==> src/rtl/rv_dec_pkg.sv <==
// Shared types for the RV32I/E(+M) decode stage: op codes, opcode
// constants, immediate formats, occupancy states and the decoded record.
package rv_dec_pkg;

  localparam int OP_W = 6;

  typedef enum logic [OP_W-1:0] {
    OP_ILLEGAL = 6'd0,
    OP_LUI, OP_AUIPC, OP_JAL, OP_JALR,
    OP_BEQ, OP_BNE, OP_BLT, OP_BGE, OP_BLTU, OP_BGEU,
    OP_LB, OP_LH, OP_LW, OP_LBU, OP_LHU,
    OP_SB, OP_SH, OP_SW,
    OP_ADDI, OP_SLTI, OP_SLTIU, OP_XORI, OP_ORI, OP_ANDI,
    OP_SLLI, OP_SRLI, OP_SRAI,
    OP_ADD, OP_SUB, OP_SLL, OP_SLT, OP_SLTU, OP_XOR, OP_SRL, OP_SRA,
    OP_OR, OP_AND,
    OP_FENCE, OP_ECALL, OP_EBREAK,
    OP_MUL, OP_MULH, OP_MULHSU, OP_MULHU, OP_DIV, OP_DIVU, OP_REM, OP_REMU
  } op_e;

  // opcode[6:2] values (opcode[1:0] is always 2'b11 for 32-bit encodings)
  localparam logic [4:0] OPC_LOAD     = 5'b00000;
  localparam logic [4:0] OPC_MISC_MEM = 5'b00011;
  localparam logic [4:0] OPC_OP_IMM   = 5'b00100;
  localparam logic [4:0] OPC_AUIPC    = 5'b00101;
  localparam logic [4:0] OPC_STORE    = 5'b01000;
  localparam logic [4:0] OPC_OP       = 5'b01100;
  localparam logic [4:0] OPC_LUI      = 5'b01101;
  localparam logic [4:0] OPC_BRANCH   = 5'b11000;
  localparam logic [4:0] OPC_JALR     = 5'b11001;
  localparam logic [4:0] OPC_JAL      = 5'b11011;
  localparam logic [4:0] OPC_SYSTEM   = 5'b11100;

  typedef enum logic [2:0] {
    IMM_NONE, IMM_I, IMM_S, IMM_B, IMM_U, IMM_J, IMM_SH
  } imm_fmt_e;

  // Occupancy of the output register + skid register pair
  typedef enum logic [1:0] {
    OCC_EMPTY = 2'd0,
    OCC_ONE   = 2'd1,
    OCC_TWO   = 2'd2
  } occ_e;

  typedef struct packed {
    op_e         op;
    logic [4:0]  rd;
    logic [4:0]  rs1;
    logic [4:0]  rs2;
    logic        rd_we;
    logic        rs1_used;
    logic        rs2_used;
    logic [31:0] imm;
    logic        illegal;
  } dec_t;

  // Build the 32-bit immediate for a given encoding format
  function automatic logic [31:0] imm_gen(input imm_fmt_e fmt, input logic [31:0] ins);
    logic [31:0] v;
    case (fmt)
      IMM_I:   v = {{20{ins[31]}}, ins[31:20]};
      IMM_S:   v = {{20{ins[31]}}, ins[31:25], ins[11:7]};
      IMM_B:   v = {{19{ins[31]}}, ins[31], ins[7], ins[30:25], ins[11:8], 1'b0};
      IMM_U:   v = {ins[31:12], 12'b0};
      IMM_J:   v = {{11{ins[31]}}, ins[31], ins[19:12], ins[20], ins[30:21], 1'b0};
      IMM_SH:  v = {27'b0, ins[24:20]};
      default: v = 32'b0;
    endcase
    return v;
  endfunction

endpackage

==> src/rtl/rv_decode_stage_if.sv <==
// Fetch-side and execute-side handshake bundle of the decode stage.
// Handshake: a word moves on a rising edge exactly when valid & ready are
// both high; a producer holding valid keeps its payload stable until that
// edge, and ready may depend on nothing the producer drives in the same cycle.
interface rv_decode_stage_if #(parameter int PC_W = 32);
  import rv_dec_pkg::*;

  logic            in_valid;
  logic            in_ready;
  logic [31:0]     in_instr;
  logic [PC_W-1:0] in_pc;

  logic            out_valid;
  logic            out_ready;
  logic [PC_W-1:0] out_pc;
  op_e             out_op;
  logic [4:0]      out_rd;
  logic [4:0]      out_rs1;
  logic [4:0]      out_rs2;
  logic            out_rd_we;
  logic            out_rs1_used;
  logic            out_rs2_used;
  logic [31:0]     out_imm;
  logic            out_illegal;

  occ_e            dbg_state;

  // Environment side: fetch producer plus execute consumer
  modport master (
    output in_valid, in_instr, in_pc, out_ready,
    input  in_ready, out_valid, out_pc, out_op, out_rd, out_rs1, out_rs2,
           out_rd_we, out_rs1_used, out_rs2_used, out_imm, out_illegal, dbg_state
  );

  // Decode stage side
  modport slave (
    input  in_valid, in_instr, in_pc, out_ready,
    output in_ready, out_valid, out_pc, out_op, out_rd, out_rs1, out_rs2,
           out_rd_we, out_rs1_used, out_rs2_used, out_imm, out_illegal, dbg_state
  );

endinterface

==> src/rtl/rv_dec_comb.sv <==
// Purely combinational RV32I/E(+M) instruction decoder.
module rv_dec_comb
  import rv_dec_pkg::*;
#(
  parameter bit RV32E    = 1'b0,
  parameter bit ENABLE_M = 1'b0
) (
  input  logic [31:0] i_instr,
  output dec_t        o_dec
);

  logic [4:0] w_opc;
  logic [2:0] w_f3;
  logic [6:0] w_f7;
  op_e        w_op;
  imm_fmt_e   w_fmt;
  logic       w_use_rd;
  logic       w_use_rs1;
  logic       w_use_rs2;
  logic       w_reg_bad;
  logic       w_illegal;

  assign w_opc = i_instr[6:2];
  assign w_f3  = i_instr[14:12];
  assign w_f7  = i_instr[31:25];

  // Classify the encoding; anything not matched stays OP_ILLEGAL
  always_comb begin
    w_op      = OP_ILLEGAL;
    w_fmt     = IMM_NONE;
    w_use_rd  = 1'b0;
    w_use_rs1 = 1'b0;
    w_use_rs2 = 1'b0;
    case (w_opc)
      OPC_LUI:   begin w_op = OP_LUI;   w_fmt = IMM_U; w_use_rd = 1'b1; end
      OPC_AUIPC: begin w_op = OP_AUIPC; w_fmt = IMM_U; w_use_rd = 1'b1; end
      OPC_JAL:   begin w_op = OP_JAL;   w_fmt = IMM_J; w_use_rd = 1'b1; end
      OPC_JALR: begin
        w_fmt = IMM_I; w_use_rd = 1'b1; w_use_rs1 = 1'b1;
        if (w_f3 == 3'b000) w_op = OP_JALR;
      end
      OPC_BRANCH: begin
        w_fmt = IMM_B; w_use_rs1 = 1'b1; w_use_rs2 = 1'b1;
        case (w_f3)
          3'b000:  w_op = OP_BEQ;
          3'b001:  w_op = OP_BNE;
          3'b100:  w_op = OP_BLT;
          3'b101:  w_op = OP_BGE;
          3'b110:  w_op = OP_BLTU;
          3'b111:  w_op = OP_BGEU;
          default: w_op = OP_ILLEGAL;
        endcase
      end
      OPC_LOAD: begin
        w_fmt = IMM_I; w_use_rd = 1'b1; w_use_rs1 = 1'b1;
        case (w_f3)
          3'b000:  w_op = OP_LB;
          3'b001:  w_op = OP_LH;
          3'b010:  w_op = OP_LW;
          3'b100:  w_op = OP_LBU;
          3'b101:  w_op = OP_LHU;
          default: w_op = OP_ILLEGAL;
        endcase
      end
      OPC_STORE: begin
        w_fmt = IMM_S; w_use_rs1 = 1'b1; w_use_rs2 = 1'b1;
        case (w_f3)
          3'b000:  w_op = OP_SB;
          3'b001:  w_op = OP_SH;
          3'b010:  w_op = OP_SW;
          default: w_op = OP_ILLEGAL;
        endcase
      end
      OPC_OP_IMM: begin
        w_fmt = IMM_I; w_use_rd = 1'b1; w_use_rs1 = 1'b1;
        case (w_f3)
          3'b000: w_op = OP_ADDI;
          3'b010: w_op = OP_SLTI;
          3'b011: w_op = OP_SLTIU;
          3'b100: w_op = OP_XORI;
          3'b110: w_op = OP_ORI;
          3'b111: w_op = OP_ANDI;
          3'b001: begin
            w_fmt = IMM_SH;
            if (w_f7 == 7'b0000000) w_op = OP_SLLI;
          end
          default: begin
            w_fmt = IMM_SH;
            if (w_f7 == 7'b0000000)      w_op = OP_SRLI;
            else if (w_f7 == 7'b0100000) w_op = OP_SRAI;
          end
        endcase
      end
      OPC_OP: begin
        w_use_rd = 1'b1; w_use_rs1 = 1'b1; w_use_rs2 = 1'b1;
        if (w_f7 == 7'b0000000) begin
          case (w_f3)
            3'b000:  w_op = OP_ADD;
            3'b001:  w_op = OP_SLL;
            3'b010:  w_op = OP_SLT;
            3'b011:  w_op = OP_SLTU;
            3'b100:  w_op = OP_XOR;
            3'b101:  w_op = OP_SRL;
            3'b110:  w_op = OP_OR;
            default: w_op = OP_AND;
          endcase
        end else if (w_f7 == 7'b0100000) begin
          if (w_f3 == 3'b000)      w_op = OP_SUB;
          else if (w_f3 == 3'b101) w_op = OP_SRA;
        end else if (w_f7 == 7'b0000001 && ENABLE_M) begin
          case (w_f3)
            3'b000:  w_op = OP_MUL;
            3'b001:  w_op = OP_MULH;
            3'b010:  w_op = OP_MULHSU;
            3'b011:  w_op = OP_MULHU;
            3'b100:  w_op = OP_DIV;
            3'b101:  w_op = OP_DIVU;
            3'b110:  w_op = OP_REM;
            default: w_op = OP_REMU;
          endcase
        end
      end
      OPC_MISC_MEM: begin
        if (w_f3 == 3'b000) w_op = OP_FENCE;
      end
      OPC_SYSTEM: begin
        if (i_instr == 32'h0000_0073)      w_op = OP_ECALL;
        else if (i_instr == 32'h0010_0073) w_op = OP_EBREAK;
      end
      default: w_op = OP_ILLEGAL;
    endcase
  end

  // RV32E has only x0..x15: bit 4 of any used register field is illegal
  assign w_reg_bad = RV32E && ((w_use_rd  && i_instr[11]) ||
                               (w_use_rs1 && i_instr[19]) ||
                               (w_use_rs2 && i_instr[24]));

  assign w_illegal = (i_instr[1:0] != 2'b11) || (w_op == OP_ILLEGAL) || w_reg_bad;

  // Assemble the decoded record; illegal words carry only the flag
  always_comb begin
    o_dec = '0;
    if (w_illegal) begin
      o_dec.op      = OP_ILLEGAL;
      o_dec.illegal = 1'b1;
    end else begin
      o_dec.op       = w_op;
      o_dec.rd       = w_use_rd  ? i_instr[11:7]  : 5'd0;
      o_dec.rs1      = w_use_rs1 ? i_instr[19:15] : 5'd0;
      o_dec.rs2      = w_use_rs2 ? i_instr[24:20] : 5'd0;
      o_dec.rd_we    = w_use_rd && (i_instr[11:7] != 5'd0);
      o_dec.rs1_used = w_use_rs1;
      o_dec.rs2_used = w_use_rs2;
      o_dec.imm      = imm_gen(w_fmt, i_instr);
    end
  end

endmodule

==> src/rtl/rv_decode_stage.sv <==
// Registered decode stage: combinational decoder feeding an output register
// with an optional skid register so in_ready comes straight from a flop.
module rv_decode_stage
  import rv_dec_pkg::*;
#(
  parameter bit RV32E    = 1'b0,
  parameter bit ENABLE_M = 1'b0,
  parameter int SKID     = 1,
  parameter int PC_W     = 32
) (
  input logic          clk,
  input logic          rst_n,
  input logic          flush,
  rv_decode_stage_if.slave bus
);

  dec_t            w_dec;
  occ_e            r_state;
  occ_e            w_next;
  logic            r_in_ready;
  logic            w_in_ready;
  logic            w_out_valid;
  logic            w_in_xfer;
  logic            w_out_xfer;
  logic            w_ld_out_in;
  logic            w_ld_out_skid;
  logic            w_ld_skid;
  logic [PC_W-1:0] r_out_pc;
  logic [PC_W-1:0] r_skid_pc;
  dec_t            r_out_dec;
  dec_t            r_skid_dec;

  rv_dec_comb #(
    .RV32E    (RV32E),
    .ENABLE_M (ENABLE_M)
  ) u_dec_comb (
    .i_instr (bus.in_instr),
    .o_dec   (w_dec)
  );

  assign w_out_valid = (r_state != OCC_EMPTY);
  assign w_in_ready  = (SKID != 0) ? r_in_ready : (!w_out_valid || bus.out_ready);
  assign w_in_xfer   = bus.in_valid && w_in_ready;
  assign w_out_xfer  = w_out_valid && bus.out_ready;

  // Occupancy state and registered in_ready
  always_ff @(posedge clk or negedge rst_n) begin
    if (!rst_n) begin
      r_state    <= OCC_EMPTY;
      r_in_ready <= 1'b1;
    end else begin
      r_state    <= w_next;
      r_in_ready <= (w_next != OCC_TWO);
    end
  end

  // Next occupancy from the two transfers; flush empties the stage
  always_comb begin
    w_next = r_state;
    if (flush) begin
      w_next = OCC_EMPTY;
    end else begin
      case (r_state)
        OCC_EMPTY: if (w_in_xfer) w_next = OCC_ONE;
        OCC_ONE: begin
          if (w_in_xfer && !w_out_xfer)      w_next = (SKID != 0) ? OCC_TWO : OCC_ONE;
          else if (!w_in_xfer && w_out_xfer) w_next = OCC_EMPTY;
        end
        OCC_TWO:   if (w_out_xfer) w_next = OCC_ONE;
        default:   w_next = OCC_EMPTY;
      endcase
    end
  end

  // Register load strobes for the current state
  always_comb begin
    w_ld_out_in   = 1'b0;
    w_ld_out_skid = 1'b0;
    w_ld_skid     = 1'b0;
    if (!flush) begin
      w_ld_out_in   = w_in_xfer && ((r_state == OCC_EMPTY) ||
                                    (r_state == OCC_ONE && w_out_xfer));
      w_ld_skid     = w_in_xfer && (r_state == OCC_ONE) && !w_out_xfer;
      w_ld_out_skid = (r_state == OCC_TWO) && w_out_xfer;
    end
  end

  // Output and skid data registers; untouched while execute stalls
  always_ff @(posedge clk or negedge rst_n) begin
    if (!rst_n) begin
      r_out_pc   <= '0;
      r_out_dec  <= '0;
      r_skid_pc  <= '0;
      r_skid_dec <= '0;
    end else begin
      if (w_ld_out_in) begin
        r_out_pc  <= bus.in_pc;
        r_out_dec <= w_dec;
      end else if (w_ld_out_skid) begin
        r_out_pc  <= r_skid_pc;
        r_out_dec <= r_skid_dec;
      end
      if (w_ld_skid) begin
        r_skid_pc  <= bus.in_pc;
        r_skid_dec <= w_dec;
      end
    end
  end

  assign bus.in_ready     = w_in_ready;
  assign bus.out_valid    = w_out_valid;
  assign bus.out_pc       = r_out_pc;
  assign bus.out_op       = r_out_dec.op;
  assign bus.out_rd       = r_out_dec.rd;
  assign bus.out_rs1      = r_out_dec.rs1;
  assign bus.out_rs2      = r_out_dec.rs2;
  assign bus.out_rd_we    = r_out_dec.rd_we;
  assign bus.out_rs1_used = r_out_dec.rs1_used;
  assign bus.out_rs2_used = r_out_dec.rs2_used;
  assign bus.out_imm      = r_out_dec.imm;
  assign bus.out_illegal  = r_out_dec.illegal;
  assign bus.dbg_state    = r_state;

endmodule

==> src/flat_wrapper.sv <==
// flat-port wrapper written by rule: the top's interface ports become plain ports
module rv_decode_stage_flat import rv_dec_pkg::*;
#(
  parameter bit RV32E    = 1'b0,
  parameter bit ENABLE_M = 1'b0,
  parameter int SKID     = 1,
  parameter int PC_W     = 32
)
  (clk, rst_n, flush, bus_in_valid, bus_in_instr, bus_in_pc, bus_out_ready, bus_in_ready, bus_out_valid, bus_out_pc, bus_out_op, bus_out_rd, bus_out_rs1, bus_out_rs2, bus_out_rd_we, bus_out_rs1_used, bus_out_rs2_used, bus_out_imm, bus_out_illegal, bus_dbg_state);
  rv_decode_stage_if #(.PC_W(PC_W)) bus_i ();
  input logic clk;
  input logic rst_n;
  input logic flush;
  input wire logic [$bits(bus_i.in_valid)-1:0] bus_in_valid;
  input wire logic [$bits(bus_i.in_instr)-1:0] bus_in_instr;
  input wire logic [$bits(bus_i.in_pc)-1:0] bus_in_pc;
  input wire logic [$bits(bus_i.out_ready)-1:0] bus_out_ready;
  output wire logic [$bits(bus_i.in_ready)-1:0] bus_in_ready;
  output wire logic [$bits(bus_i.out_valid)-1:0] bus_out_valid;
  output wire logic [$bits(bus_i.out_pc)-1:0] bus_out_pc;
  output wire logic [$bits(bus_i.out_op)-1:0] bus_out_op;
  output wire logic [$bits(bus_i.out_rd)-1:0] bus_out_rd;
  output wire logic [$bits(bus_i.out_rs1)-1:0] bus_out_rs1;
  output wire logic [$bits(bus_i.out_rs2)-1:0] bus_out_rs2;
  output wire logic [$bits(bus_i.out_rd_we)-1:0] bus_out_rd_we;
  output wire logic [$bits(bus_i.out_rs1_used)-1:0] bus_out_rs1_used;
  output wire logic [$bits(bus_i.out_rs2_used)-1:0] bus_out_rs2_used;
  output wire logic [$bits(bus_i.out_imm)-1:0] bus_out_imm;
  output wire logic [$bits(bus_i.out_illegal)-1:0] bus_out_illegal;
  output wire logic [$bits(bus_i.dbg_state)-1:0] bus_dbg_state;
  assign bus_i.in_valid = bus_in_valid;
  assign bus_i.in_instr = bus_in_instr;
  assign bus_i.in_pc = bus_in_pc;
  assign bus_i.out_ready = bus_out_ready;
  assign bus_in_ready = bus_i.in_ready;
  assign bus_out_valid = bus_i.out_valid;
  assign bus_out_pc = bus_i.out_pc;
  assign bus_out_op = bus_i.out_op;
  assign bus_out_rd = bus_i.out_rd;
  assign bus_out_rs1 = bus_i.out_rs1;
  assign bus_out_rs2 = bus_i.out_rs2;
  assign bus_out_rd_we = bus_i.out_rd_we;
  assign bus_out_rs1_used = bus_i.out_rs1_used;
  assign bus_out_rs2_used = bus_i.out_rs2_used;
  assign bus_out_imm = bus_i.out_imm;
  assign bus_out_illegal = bus_i.out_illegal;
  assign bus_dbg_state = bus_i.dbg_state;
  rv_decode_stage #(.RV32E(RV32E), .ENABLE_M(ENABLE_M), .SKID(SKID), .PC_W(PC_W)) u_core (.clk(clk), .rst_n(rst_n), .flush(flush), .bus(bus_i));
endmodule
==> config.mk <==
export PLATFORM = sky130hd
export DESIGN_NAME = rv_decode_stage_flat
export DESIGN_NICKNAME = d
export VERILOG_FILES = /design/src/rtl/rv_dec_pkg.sv /design/src/rtl/rv_decode_stage_if.sv /design/src/rtl/rv_dec_comb.sv /design/src/rtl/rv_decode_stage.sv /design/src/flat_wrapper.sv
export SDC_FILE = /design/constraint.sdc
export NUM_CORES = 1
export LEC_CHECK = 0
export ABC_CLOCK_PERIOD_IN_PS = 2300
export CORE_ASPECT_RATIO = 1.2
export CORE_MARGIN = 2
export CORE_UTILIZATION = 50
export CTS_CLUSTER_SIZE = 28
export DETAILED_ROUTE_END_ITERATION = 12
export HOLD_SLACK_MARGIN = 0.06
export PLACE_DENSITY = 0.73
export SETUP_SLACK_MARGIN = 0.15
export SLEW_MARGIN = 20
export SYNTH_ARGS = -nofsm -noshare
export SYNTH_HDL_FRONTEND = slang
export SYNTH_SLANG_ARGS = --single-unit
==> constraint.sdc <==
create_clock -name clk -period 2.3 [get_ports clk]
set_input_delay 0.345 -clock clk [delete_from_list [all_inputs] [get_ports clk]]
set_output_delay 0.345 -clock clk [all_outputs]
set_load 0.02 [all_outputs]
== After elaboration in Yosys (flattened, before gate mapping) ==
Index checks and enable logic that the tools add are counted.
Storage, ports and cells
  register bits: 181
  output and inout port bits: 93
Cells by class
  equal/unequal tests: 30
  multiplexer cells: 42
  reduce and logical (&&, ||, !) cells: 28
Operators with widths (count)
  32-bit case mux with 6 select lines: 1
  57-bit 2-to-1 mux: 2
  6-bit case mux with 11 select lines: 1
  32-bit 2-to-1 mux: 2
  50-bit 2-to-1 mux: 1
  6-bit 2-to-1 mux: 8
  6-bit case mux with 7 select lines: 1
  5-bit case mux with 7 select lines: 1
  32-bit by 21-bit equality test with 1-bit output (second input constant): 1
  32-bit by 7-bit equality test with 1-bit output (second input constant): 1
  5-bit 2-to-1 mux: 6
  4-bit case mux with 6 select lines: 1
  3-bit equality test (second input constant): 7
  5-bit equality test (second input constant): 4
  4-bit case mux with 5 select lines: 1
  3-bit case mux with 6 select lines: 1
  5-bit by 4-bit equality test with 1-bit output (second input constant): 3
  5-bit case mux with 3 select lines: 1
  3-bit by 2-bit equality test with 1-bit output (second input constant): 4
  6-bit OR reduction: 2
  5-bit by 3-bit equality test with 1-bit output (second input constant): 2
  1-bit logical AND: 10
  2-bit 2-to-1 mux: 5
  7-bit by 6-bit equality test with 1-bit output (second input constant): 1
  20 further kinds: 33

== Longest topological paths before layout ==
  depth in word-level cells: 10
  depth in mapped cells: 11
  gate-level depth less buffers: 7

== Modules after synthesis ==
From an unflattened synthesis, not the netlist that was laid out.
Unflattened totals
  cell total of the unflattened synthesis: 875
  area total of the unflattened synthesis: 9480.3 um2
Modules (own cells, without submodules)
  rv_decode_stage: times used 1, cells each 593, area an instance 7659.8 um2
  rv_dec_comb: times used 1, cells each 282, area an instance 1820.5 um2

== Worst setup path before layout ==
OpenSTA, ideal clock, no wires.
  path kind: in2reg
  start: input port bus_in_instr[12]
  end: register u_core.r_out_dec, in the netlist u_core.bus.out_imm[10]
  setup time: 0.144 ns
  arrival time: 2.265 ns
  slack: -0.109 ns
  stages: 10
  path buffers: 3
  cells stage by stage: buf_4 > nor2b_1 > a21oi_1 > nor3_1 > or4_1 > nor4_4 > and3_1 > buf_6 > buf_12 > o22ai_2
Between the ends
  word-level cells in the longest chain between the ends: 10
  elaborated cells between the ends (all ways): 38
Ends and longest elaborated chain
  start, declared: line flat_wrapper.sv:15  | input wire logic [$bits(bus_i.in_instr)-1:0] bus_in_instr;
  3-bit equality test
  6-bit 2-to-1 mux: line rv_dec_comb.sv:109  | else if (w_f3 == 3'b101) w_op = OP_SRA;
  6-bit 2-to-1 mux: line rv_dec_comb.sv:108  | if (w_f3 == 3'b000) w_op = OP_SUB;
  6-bit 2-to-1 mux: line rv_dec_comb.sv:107  | end else if (w_f7 == 7'b0100000) begin
  6-bit 2-to-1 mux: line rv_dec_comb.sv:96  | if (w_f7 == 7'b0000000) begin
  6-bit case mux with 11 select lines: line rv_dec_comb.sv:34  | case (w_opc)
  6-bit logical NOT: line rv_dec_comb.sv:139  | assign w_illegal = (i_instr[1:0] != 2'b11) || (w_op == OP_ILLEGAL) || w_reg_bad;
  1-bit logical OR: line rv_dec_comb.sv:139
  50-bit 2-to-1 mux (*): line rv_dec_comb.sv:144  | if (w_illegal) begin
  57-bit 2-to-1 mux (*): line rv_decode_stage.sv:96  | if (w_ld_out_in) begin
  end signal, assigned: line rv_decode_stage.sv:98  | r_out_dec <= w_dec;
  end signal, assigned: line rv_decode_stage.sv:101  | r_out_dec <= r_skid_dec;
  end, declared: line rv_decode_stage.sv:30  | dec_t r_out_dec;
Mark *: on every way between the ends. The rest lies on a longest branch, timed or not.
A chain may end at the register's enable or synchronous reset.

== Worst setup path after layout ==
  start: input port bus_in_instr[2]
  end: register u_core.r_skid_dec[6] (netlist name)
Between the ends
  word-level cells in the longest chain between the ends: 7
  elaborated cells between the ends (all ways): 29
Ends and longest elaborated chain
  32-bit by 21-bit equality test with 1-bit output: line rv_dec_comb.sv:128  | else if (i_instr == 32'h0010_0073) w_op = OP_EBREAK;
  6-bit 2-to-1 mux: line rv_dec_comb.sv:128
  6-bit 2-to-1 mux: line rv_dec_comb.sv:127  | if (i_instr == 32'h0000_0073) w_op = OP_ECALL;
  6-bit case mux with 11 select lines: line rv_dec_comb.sv:34
  6-bit logical NOT: line rv_dec_comb.sv:139
  1-bit logical OR: line rv_dec_comb.sv:139
  50-bit 2-to-1 mux (*): line rv_dec_comb.sv:144
  end signal, assigned: line rv_decode_stage.sv:105  | r_skid_dec <= w_dec;
  end, declared: line rv_decode_stage.sv:31  | dec_t r_skid_dec;
Marked as above.

==> results.tsv <==
stage	metric	value	unit
finish	layout_common_cells	nand2_1 (287), dfrtp_1 (179), clkdlybuf4s50_1 (138)	
timing	finalCriticalPeriod	2.27	ns
die	die_h	152	um
placed_design	placedCellCount	1436	
timing	finalSetupViolCount	0	
timing	tightest_slew	0.580	ns
detailed_routing	wl_per_cell	19.6	um
finish	layout_commonest_cell	nand2_1	
detailed_routing	drtIter0Drc	634	
timing	period_share	0.986	
grt	grt_pass1_wl	46900	um
grt	overflow	0	
die	design.portCount	162	
pwr	power_density	636	nW/um^2
finish	area_growth_syn_to_layout	47.0	%
synthesis	ys_warn_count	0	
placed_design	place.gp.congestion	0.963	
placed_design	detailed_place_hpwl	19000	um
finish	utilization	0.745	
worst_setup_path	crit_fanout	7	
flow_run	max_cap_viol_count	0	
clocking	h-tree-depth	4	
grt	grt_max_degree	65	
detailed_routing	vias	8899	
worst_setup_path	endpoint_kind	flop	
clocking	clock_latency	0.44	ns
timing	fmax	441	MHz
synthesis	postSynthCellCount	1007	
placed_design	port-buffer-count	161	
die	std_cell_rows	54	
outcome	outcome	finished, final reports clean	
pwr	power_leakage	0.00635	uW
synthesis	yosysTopAreaCell	dfrtp_1	
worst_hold_path	whs_path_depth	4	
finish	instances_no_fill	1515	
clocking	cts.clk_slew.worst_paths	0.08	ns
synthesis	synth_seq_cells	181	
detailed_routing	drc	0	
clocking	root_buffer	clkbuf_16	
die	start_util	0.507	
synthesis	synthTopCellsByArea	dfrtp_1 (49%), nand2_1 (12%), o22ai_2 (4.1%)	
finish	layout.nets	1347	
clocking	numCtsBuffers	17	
clocking	clock-sinks	181	
timing	maxSlewViolCount	0	
timing	rsz0062_at_grt	true	
finish	fill_cells	1302	
grt	grt.total_usage	0.304	
die	die_x	128	um
detailed_routing	drt_wl_total	29700	um
worst_setup_path	required	2.66	ns
synthesis	synth_edf_count	0	
worst_setup_path	start_kind	input pin	
synthesis	async_flop_share	1.00	
worst_setup_path	worst-r2r-setup-slack	0.46	ns
clocking	clockBufferDepth	2	
worst_setup_path	path_class	input pin to flop	
pwr	peakVddDrop	466	uV
synthesis	yosysUniqueCellTypes	61	
synthesis	synth_ff_type	dfrtp_1	
timing	relSlewSlack	0.613	
detailed_routing	vias_per_cell	5.87	
worst_setup_path	worstRegToRegCells	7	
timing	hold_violations	0	
synthesis	synth_nets	1076	
worst_setup_path	cp.arrival	2.63	ns
synthesis	syn_area_per_cell	9.11	um^2
synthesis	synth.top_cell.area_share	0.491	
synthesis	ys_seq_area_frac	0.494	
finish	drive_above_1_share	0.267	
detailed_routing	dr.pass1.iters	5	
clocking	cts_tree	yes	
timing	skew	0.0104	ns
worst_hold_path	min_path_type	input pin to flop	
grt	grt_pass1_vias	8845	
die	dieArea	19400	um^2
grt	antenna_found_initial	0	
die	coreArea	18100	um^2
finish	diodes	0	
synthesis	syn_area	9170	um^2
detailed_routing	postRouteAntennaNets	0	
==> per-layer routing <==
| layer | up-vias | global-route usage | wire, um |
|---|---|---|---|
| met4 | 0 | 0.113 | 1100 |
| met2 | 374 | 0.509 | 14800 |
| met5 | - | 0 | 0 |
| met1 | 4355 | 0.398 | 12000 |
| li1 | 4093 | - | - |
| met3 | 77 | 0.0488 | 1800 |
==> worst paths after layout <==
check                                                     endpoint                             start
worst min-delay path             u_core.r_skid_dec[45]$_DFFE_PN0P_                  bus_in_instr[19]
worst max register to register  u_core.bus.out_imm[10]$_DFFE_PN0P_     u_core.bus.in_ready$_DFF_PN1_
max in group asynchronous        u_core.bus.out_rs2[0]$_DFFE_PN0P_                             rst_n
min in group asynchronous          u_core.r_skid_pc[5]$_DFFE_PN0P_                             rst_n
worst min register to register    u_core.r_skid_pc[31]$_DFFE_PN0P_  u_core.r_skid_pc[31]$_DFFE_PN0P_
worst max-delay path              u_core.r_skid_dec[6]$_DFFE_PN0P_                   bus_in_instr[2]
==> synthesized netlist by cell type (6+ instances only) <==
library cell,number
a21o_1,11
nor4_1,7
clkbuf_1,66
o22ai_2,30
nand4_1,13
mux2i_1,37
nand3_1,36
a21oi_1,35
buf_2,6
and3_1,10
nor2b_1,6
o21ai_0,39
nand2_1,294
dfrtp_1,180
a31oi_1,36
nand2b_1,6
a31o_2,11
nor3_1,8
a32o_1,29
nor2_1,61
o22ai_1,8
==> critical path, stage by stage <==
cell and delay [ns]:
buf_6 0.09, buf_6 0.13, buf_6 0.12, nor4b_4 0.33, nand2_2 0.12, buf_6 0.13
buf_6 0.11, nor3b_4 0.19, a211oi_2 0.07, and4b_2 0.27, and3_4 0.22, buf_12 0.13
buf_12 0.12, buf_8 0.13, o21ai_2 0.11
==> registers in the layout, summed over array words and instances, names as in the netlist, 5 cells and up <==
name and flops:
u_core.bus.out_pc 32, u_core.bus.out_rd 5, u_core.r_skid_dec 57, u_core.r_skid_pc 32
u_core.bus.out_imm 32, u_core.bus.out_rs2 5, u_core.bus.out_rs1 5, u_core.bus.out_op 6
==> final cells by class <==
cell class                      instances  area (um^2)  area share
Sequential cell                       181         4530       0.336
Multi-Input combinational cell        737         4610       0.341
Timing Repair Buffer                  336         3480       0.258
Inverter                                5         18.8     0.00139
Clock buffer                           18          429      0.0318
Tap cell                              224          280      0.0208
Clock inverter                         14          136      0.0101
==> through the flow <==
step	power, uW	setup slack, ns	hold WS, ns	instance area, um^2	setup TNS, ns
after detailed placement	5400	-0.870	0.316	11900	-84.33
after global placement	5360	-0.843	0.321	11900	-87.21
final	8580	0.0312	0.379	13500	0
after floorplan	4560	-0.0567	0.0494	9250	-2.19
after global routing	8930	-0.0166	0.376	13500	-0.0330
after CTS	8540	0.0285	0.418	13200	0
==> kinds of logic after synthesis <==
kind of cell | synth area share
simple gates | 0.230
compound gates | 0.186
flops | 0.494
buf+inv | 0.0475
mux | 0.0404
xor+xnor | 0.00191
==> where the power goes <==
part	total [uW]	switching [uW]	internal, uW	leakage, uW
logic	2080	1070	1010	0.00371
clock network	2850	1400	1440	0.000274
registers	3660	170	3490	0.00237
==> what timing repair did <==
item,in CTS,in global routing
endpoints found under the hold margin,45,0
cloned,9,2
pin swaps,18,39
hold buffers,1,0
buffers inserted,27,8
gates resized for setup,136,63
endpoints found under the setup margin,113,107
Power figures use the tool's default switching activity.
